$ cat config.mk
export PLATFORM = sky130hd
export DESIGN_NAME = tf_fetch_sequencer
export DESIGN_NICKNAME = d
export VERILOG_FILES = /design/src/rtl/tf_fetch_sequencer.sv
export SDC_FILE = /design/constraint.sdc
export NUM_CORES = 1
export LEC_CHECK = 0
export ABC_CLOCK_PERIOD_IN_PS = 2300
export CAP_MARGIN = 10
export CORE_ASPECT_RATIO = 1.25
export CORE_MARGIN = 8
export CORE_UTILIZATION = 34
export CTS_CLUSTER_SIZE = 16
export DETAILED_ROUTE_END_ITERATION = 16
export HOLD_SLACK_MARGIN = 0.05
export PLACE_DENSITY_LB_ADDON = 0.2
export SLEW_MARGIN = 25
export SYNTH_ARGS = -nofsm -noshare
export SYNTH_HDL_FRONTEND = slang
export SYNTH_SLANG_ARGS = --single-unit
$ cat constraint.sdc
create_clock -name clk -period 2.3 [get_ports clk]
set_input_delay 0.575 -clock clk [delete_from_list [all_inputs] [get_ports clk]]
set_output_delay 0.575 -clock clk [all_outputs]
set_load 0.005 [all_outputs]
$ cat src/rtl/tf_fetch_sequencer.sv
// tf_fetch_sequencer
// Walks the horizontal twiddle ROM of the radix-16 NTT pipeline stage by
// stage. It issues one ROM read per enabled cycle and holds each factor index
// for GRP_LEN beats. The registered ROM word is then offered to the butterfly
// datapath.
//
// Handshake: tf_data/tf_last are valid while tf_valid=1 and are consumed on a
// cycle with tf_valid && tf_ready. While tf_valid=1 and tf_ready=0 the word,
// tf_last and the ROM address all hold, because no new read is issued.
// tf_valid never drops without a handshake except on abort or reset.
//
// Reset is asynchronous and active-high on the port named rst_n.
module tf_fetch_sequencer #(
  parameter int P_WIDTH    = 64,
  parameter int ADDR_WIDTH = 6,
  parameter int SC_WIDTH   = 3,
  parameter int MAX_STAGES = 4,
  parameter int BEATS      = 64,
  parameter int GRP_LEN    = 4,
  parameter int GAP        = 2
) (
  input  logic                  clk,
  input  logic                  rst_n,
  input  logic                  start,
  input  logic                  abort,
  input  logic [SC_WIDTH-1:0]   num_stages,
  input  logic [P_WIDTH-1:0]    rom_q,
  input  logic                  tf_ready,
  output logic                  rom_cen_n,
  output logic [ADDR_WIDTH-1:0] rom_addr,
  output logic [SC_WIDTH-1:0]   stage_counter,
  output logic [P_WIDTH-1:0]    tf_data,
  output logic                  tf_valid,
  output logic                  tf_last,
  output logic                  busy,
  output logic                  done,
  output logic                  cfg_err,
  output logic [2:0]            dbg_state
);

  localparam int BW  = (BEATS > 1) ? $clog2(BEATS) : 1;
  localparam int GW  = $clog2(GRP_LEN);
  localparam int GCW = (GAP > 1) ? $clog2(GAP) : 1;

  typedef enum logic [2:0] {
    S_IDLE  = 3'd0,
    S_RUN   = 3'd1,
    S_GAP   = 3'd2,
    S_DRAIN = 3'd3,
    S_DONE  = 3'd4
  } state_t;

  state_t              state;
  logic [BW-1:0]       beat;
  logic [SC_WIDTH-1:0] stage;
  logic [SC_WIDTH-1:0] last_stage;
  logic [GCW-1:0]      gap_cnt;
  logic                issue;
  logic                beat_last;
  logic                stage_last;
  logic                cfg_ok;

  // Factor index for a beat is beat/GRP_LEN. The stride grows by 4x per stage
  // and wraps modulo the ROM depth.
  function automatic logic [ADDR_WIDTH-1:0] addr_of(input logic [BW-1:0] b,
                                                    input logic [SC_WIDTH-1:0] s);
    logic [31:0] idx;
    idx = 32'(b) >> GW;
    idx = idx << (2 * s);
    return idx[ADDR_WIDTH-1:0];
  endfunction

  // Read issue: only in RUN, and only when the output slot is free or being drained.
  always_comb begin
    issue      = (state == S_RUN) && (!tf_valid || tf_ready);
    beat_last  = (beat == BW'(BEATS - 1));
    stage_last = (stage == last_stage);
    cfg_ok     = (32'(num_stages) >= 32'd1) && (32'(num_stages) <= 32'(MAX_STAGES));
  end

  assign rom_cen_n = !issue;
  assign tf_data   = rom_q;
  assign busy      = (state != S_IDLE);
  assign dbg_state = state;

  // Sequencer FSM, counters, address register and output valid/last registers.
  always_ff @(posedge clk or posedge rst_n) begin
    if (rst_n) begin
      state         <= S_IDLE;
      beat          <= '0;
      stage         <= '0;
      last_stage    <= '0;
      gap_cnt       <= '0;
      rom_addr      <= '0;
      stage_counter <= '0;
      tf_valid      <= 1'b0;
      tf_last       <= 1'b0;
      done          <= 1'b0;
      cfg_err       <= 1'b0;
    end else begin
      done    <= 1'b0;
      cfg_err <= 1'b0;
      if (abort && (state != S_IDLE)) begin
        // Cancel: drop everything in flight and return to IDLE without done.
        state         <= S_IDLE;
        beat          <= '0;
        stage         <= '0;
        gap_cnt       <= '0;
        rom_addr      <= '0;
        stage_counter <= '0;
        tf_valid      <= 1'b0;
        tf_last       <= 1'b0;
      end else begin
        // The ROM word appears one cycle after the read, so valid and last
        // follow the issue by one register stage.
        if (issue) begin
          tf_valid <= 1'b1;
          tf_last  <= beat_last;
        end else if (tf_valid && tf_ready) begin
          tf_valid <= 1'b0;
          tf_last  <= 1'b0;
        end

        case (state)
          S_IDLE: begin
            if (start) begin
              if (cfg_ok) begin
                state         <= S_RUN;
                last_stage    <= num_stages - 1'b1;
                beat          <= '0;
                stage         <= '0;
                gap_cnt       <= '0;
                rom_addr      <= '0;
                stage_counter <= '0;
              end else begin
                cfg_err <= 1'b1;
              end
            end
          end

          S_RUN: begin
            if (issue) begin
              if (beat_last) begin
                beat <= '0;
                if (stage_last) begin
                  state <= S_DRAIN;
                end else begin
                  stage         <= stage + 1'b1;
                  stage_counter <= stage + 1'b1;
                  rom_addr      <= addr_of('0, stage + 1'b1);
                  if (GAP > 0) begin
                    state   <= S_GAP;
                    gap_cnt <= '0;
                  end
                end
              end else begin
                beat     <= beat + 1'b1;
                rom_addr <= addr_of(beat + 1'b1, stage);
              end
            end
          end

          S_GAP: begin
            // Exactly GAP dead cycles before the next stage starts issuing.
            if (gap_cnt == GCW'(GAP - 1)) begin
              state <= S_RUN;
            end else begin
              gap_cnt <= gap_cnt + 1'b1;
            end
          end

          S_DRAIN: begin
            if (tf_valid && tf_ready) begin
              state <= S_DONE;
              done  <= 1'b1;
            end
          end

          S_DONE: begin
            state         <= S_IDLE;
            beat          <= '0;
            stage         <= '0;
            rom_addr      <= '0;
            stage_counter <= '0;
          end

          default: begin
            state <= S_IDLE;
          end
        endcase
      end
    end
  end

endmodule
==> results_dict.tcl <==
set metrics [dict create \
    status "completed" \
    synth_fp_nets 305 \
    fin_tns_setup_ns 0 \
    dr.pass1.iters 4 \
    grt_max_degree 27 \
    nFillCells 565 \
    syn_avg_cell_area_sq_um 8.857 \
    dpl_cell_area_sq_um 1983 \
    die-width_um 84.93 \
    fmax_ghz 0.4622 \
    antenna_found_initial 0 \
    grt_usage_pct 10.76 \
    skew_ns 0.007302 \
    cts_hold_buffers 0 \
    wl_per_cell_um 16.67 \
    clkPwrFrac_pct 23.7 \
    hold_viol_final 0 \
    grt_pass1_wl_um 7417 \
    nNetsFinal 286 \
    reg2reg_to "rom_addr[1]" \
    start_util_pct 34.94 \
    cts.htree.levels 1 \
    critPathMaxStageDelay_ns 0.52 \
    whs_path_depth 2 \
    cts_buffers 3 \
    syn_area_sq_um 2019 \
    p_leak_uw 0.0009539 \
    cts.clk_slew.worst_paths_ns 0.10 \
    rsz0062_at_grt "false" \
    cp-end-kind "output pin" \
    clock-root-buffer "clkbuf_8" \
    drc 0 \
    swShare_pct 33.83 \
    port_buffers 25 \
    drt-initial-drc-count 48 \
    synth_edf_count 0 \
    power.share.sequential_pct 33.6 \
    hold_start "rom_addr[3]" \
    clkLatencyLatePin_ns 0.28 \
    grt_pass1_vias 1524 \
    critPathLaunchType "flop" \
    drv_cap 0 \
    postSynthCellCount 228 \
    power_uw 1670 \
    synth_common_cells "buf_4, dfrtp_1, nand2_1, inv_1, nor2_1" \
    yosysMostFrequentCell "buf_4" \
    power_density_nw_per_um2 786.5 \
    hold_slack_ns 0.4922 \
    p_int_uw 1105 \
    final_antenna_net_count 0 \
    fp.coreArea_sq_um 5779 \
    r2r_start "beat[0]" \
    wl_um 4568 \
    die_y_um 102.2 \
    overflow 0 \
    yosys.area.top_type "dfrtp_1" \
    combPwrFrac_pct 42.8 \
    p_switching_uw 565.0 \
    io_pins 154 \
    drive_above_1_share_pct 21.15 \
    max-slew-margin-rel_pct 69.33 \
    cts_sinks 26 \
    crit_arrival_ns 1.59 \
    synth_top_area_share_pct 32.22 \
    setup_viol 0 \
    worstMarginPinSlew_ns 0.4600 \
    vias 1435 \
    place_hpwl_um 3464 \
    synth_seq_area_share_pct 32.22 \
    asyncSetResetFlopFracSynth_pct 100.0 \
    ys_types 52 \
    num_rows 31 \
    dieArea_sq_um 8677 \
    clockBufferDepth 2 \
    hold_end "rom_addr[3]" \
    vdd.ir_drop.worst_v 0.0004059 \
    required_ns 1.73 \
    crit_type "reg2out" \
    rr_worst_depth 7 \
    fin_crit_ns 2.164 \
    finalInstanceArea_sq_um 2123 \
    rrSetupSlack_ns 0.27 \
    finalCritPeriodShare_pct 94.08 \
    crit_path_max_fanout 10 \
    area_delta_synth_final_pct 5.143 \
    gp_congestion 0.7566 \
    ys_ff_latch 26 \
    cpMaxStageDelayCell "dfrtp_1" \
    cp_cell_sequence "nor3_2, inv_1, clkdlybuf4s50_1" \
    synth_warnings 0 \
    maxSlewViolCount 0 \
    viasPerCell 5.237 \
    synth_flop_cell "dfrtp_1" \
    synth_area_leaders "dfrtp_1, buf_4, ha_1" \
    hold_class "reg2reg" \
    diodes 0 \
    cts_tree "yes" \
]
## worst max-delay path by stage
stage                        from           to  slack, ns  depth (start not counted)
detailed placement  num_stages[0]  rom_addr[1]      -0.29                          9
global placement    num_stages[1]      beat[3]      -0.26                         10
global route         dbg_state[1]         busy       0.03                          3
floorplan           num_stages[1]     stage[1]       0.21                          9
finish               dbg_state[1]         busy       0.14                          3
CTS                 num_stages[0]  rom_addr[1]       0.03                          9
## through the flow
stage	setup slack (ns)	util, %	instances
final	0.1362	36.74	274
after global routing	0.02640	36.74	274
after CTS	0.03148	35.61	273
after detailed placement	-0.2906	34.31	269
after global placement	-0.2610	34.31	269
after floorplan	0.2119	-	228
## power groups by stage
stage	clock, uW	combinational [uW]	sequential [uW]
global route	417	790	570
floorplan	0	452	564
CTS	405	683	562
global placement	0	685	568
finish	395	715	560
detailed placement	0	680	569
## what timing repair did
| item | in CTS | in global routing |
|---|---|---|
| buffers inserted | 0 | 1 |
| resized for setup | 2 | 11 |
| setup endpoints to repair | 2 | 17 |
## layer usage
layer / up-vias / part of all wire (%) / GRT usage [%]
li1: 685 / - / -
met1: 679 / 38 / 10.53
met4: 0 / 4.1 / 7.967
met5: - / 0 / 0
met3: 22 / 6.2 / 2.253
met2: 49 / 51 / 19.79
## critical path: cells and delay by family, from the launching register on
family                 cells  cell delay (ns)
and+or+nand+nor            1             0.24
DFF                        1             0.52
buffers and inverters      2             0.54
## sequential cells by signal, indices dropped and copies added, names as in the netlist
name and flops:
tf_valid 1, cfg_err 1, last_stage 3, stage 3, gap_cnt 1, dbg_state 3, beat 6, rom_addr 6
done 1, tf_last 1
## kinds of logic (layout without fill, tap and decap cells)
family | after synthesis | in the layout | share of synthesized area, %
compound gates | 46 | 46 | 16.61
xor+xnor | 5 | 5 | 2.168
flops | 26 | 26 | 32.22
fa+ha+maj | 5 | 5 | 3.098
buf+inv | 83 | 63 | 28.50
simple gates | 61 | 61 | 16.36
mux | 2 | 2 | 1.053
## placed cells by master (no fill, tap or decap), drive strengths merged, types with 2 or more instances in the layout
cell type and n:
and3 5, or2 2, dfrtp 26, nor3 3, a22o 3, o211ai 2
nor2 10, and2 3, o41ai 2, o21ai 9, nor4 2, dlymetal6s2s 2
a22oi 2, a211o 2, a21boi 2, a21oi 7, nand3 9, buf 23
nand2 17, clkdlybuf4s50 22, nand2b 3, ha 5, clkbuf 3, o31ai 6
xnor2 4, a31oi 4, inv 11
## area by class of cell
cell class | count | area, sq um | share of cell area, %
multi-input cells | 119 | 850.8 | 40.07
flip-flops and latches | 26 | 650.6 | 30.64
repair buffers | 48 | 426.7 | 20.09
well taps | 66 | 82.58 | 3.889
clock buffers | 3 | 41.29 | 1.945
inverters | 11 | 41.29 | 1.945
clock inverters | 1 | 30.03 | 1.414
Note: power is estimated with default switching activity, not from simulation.
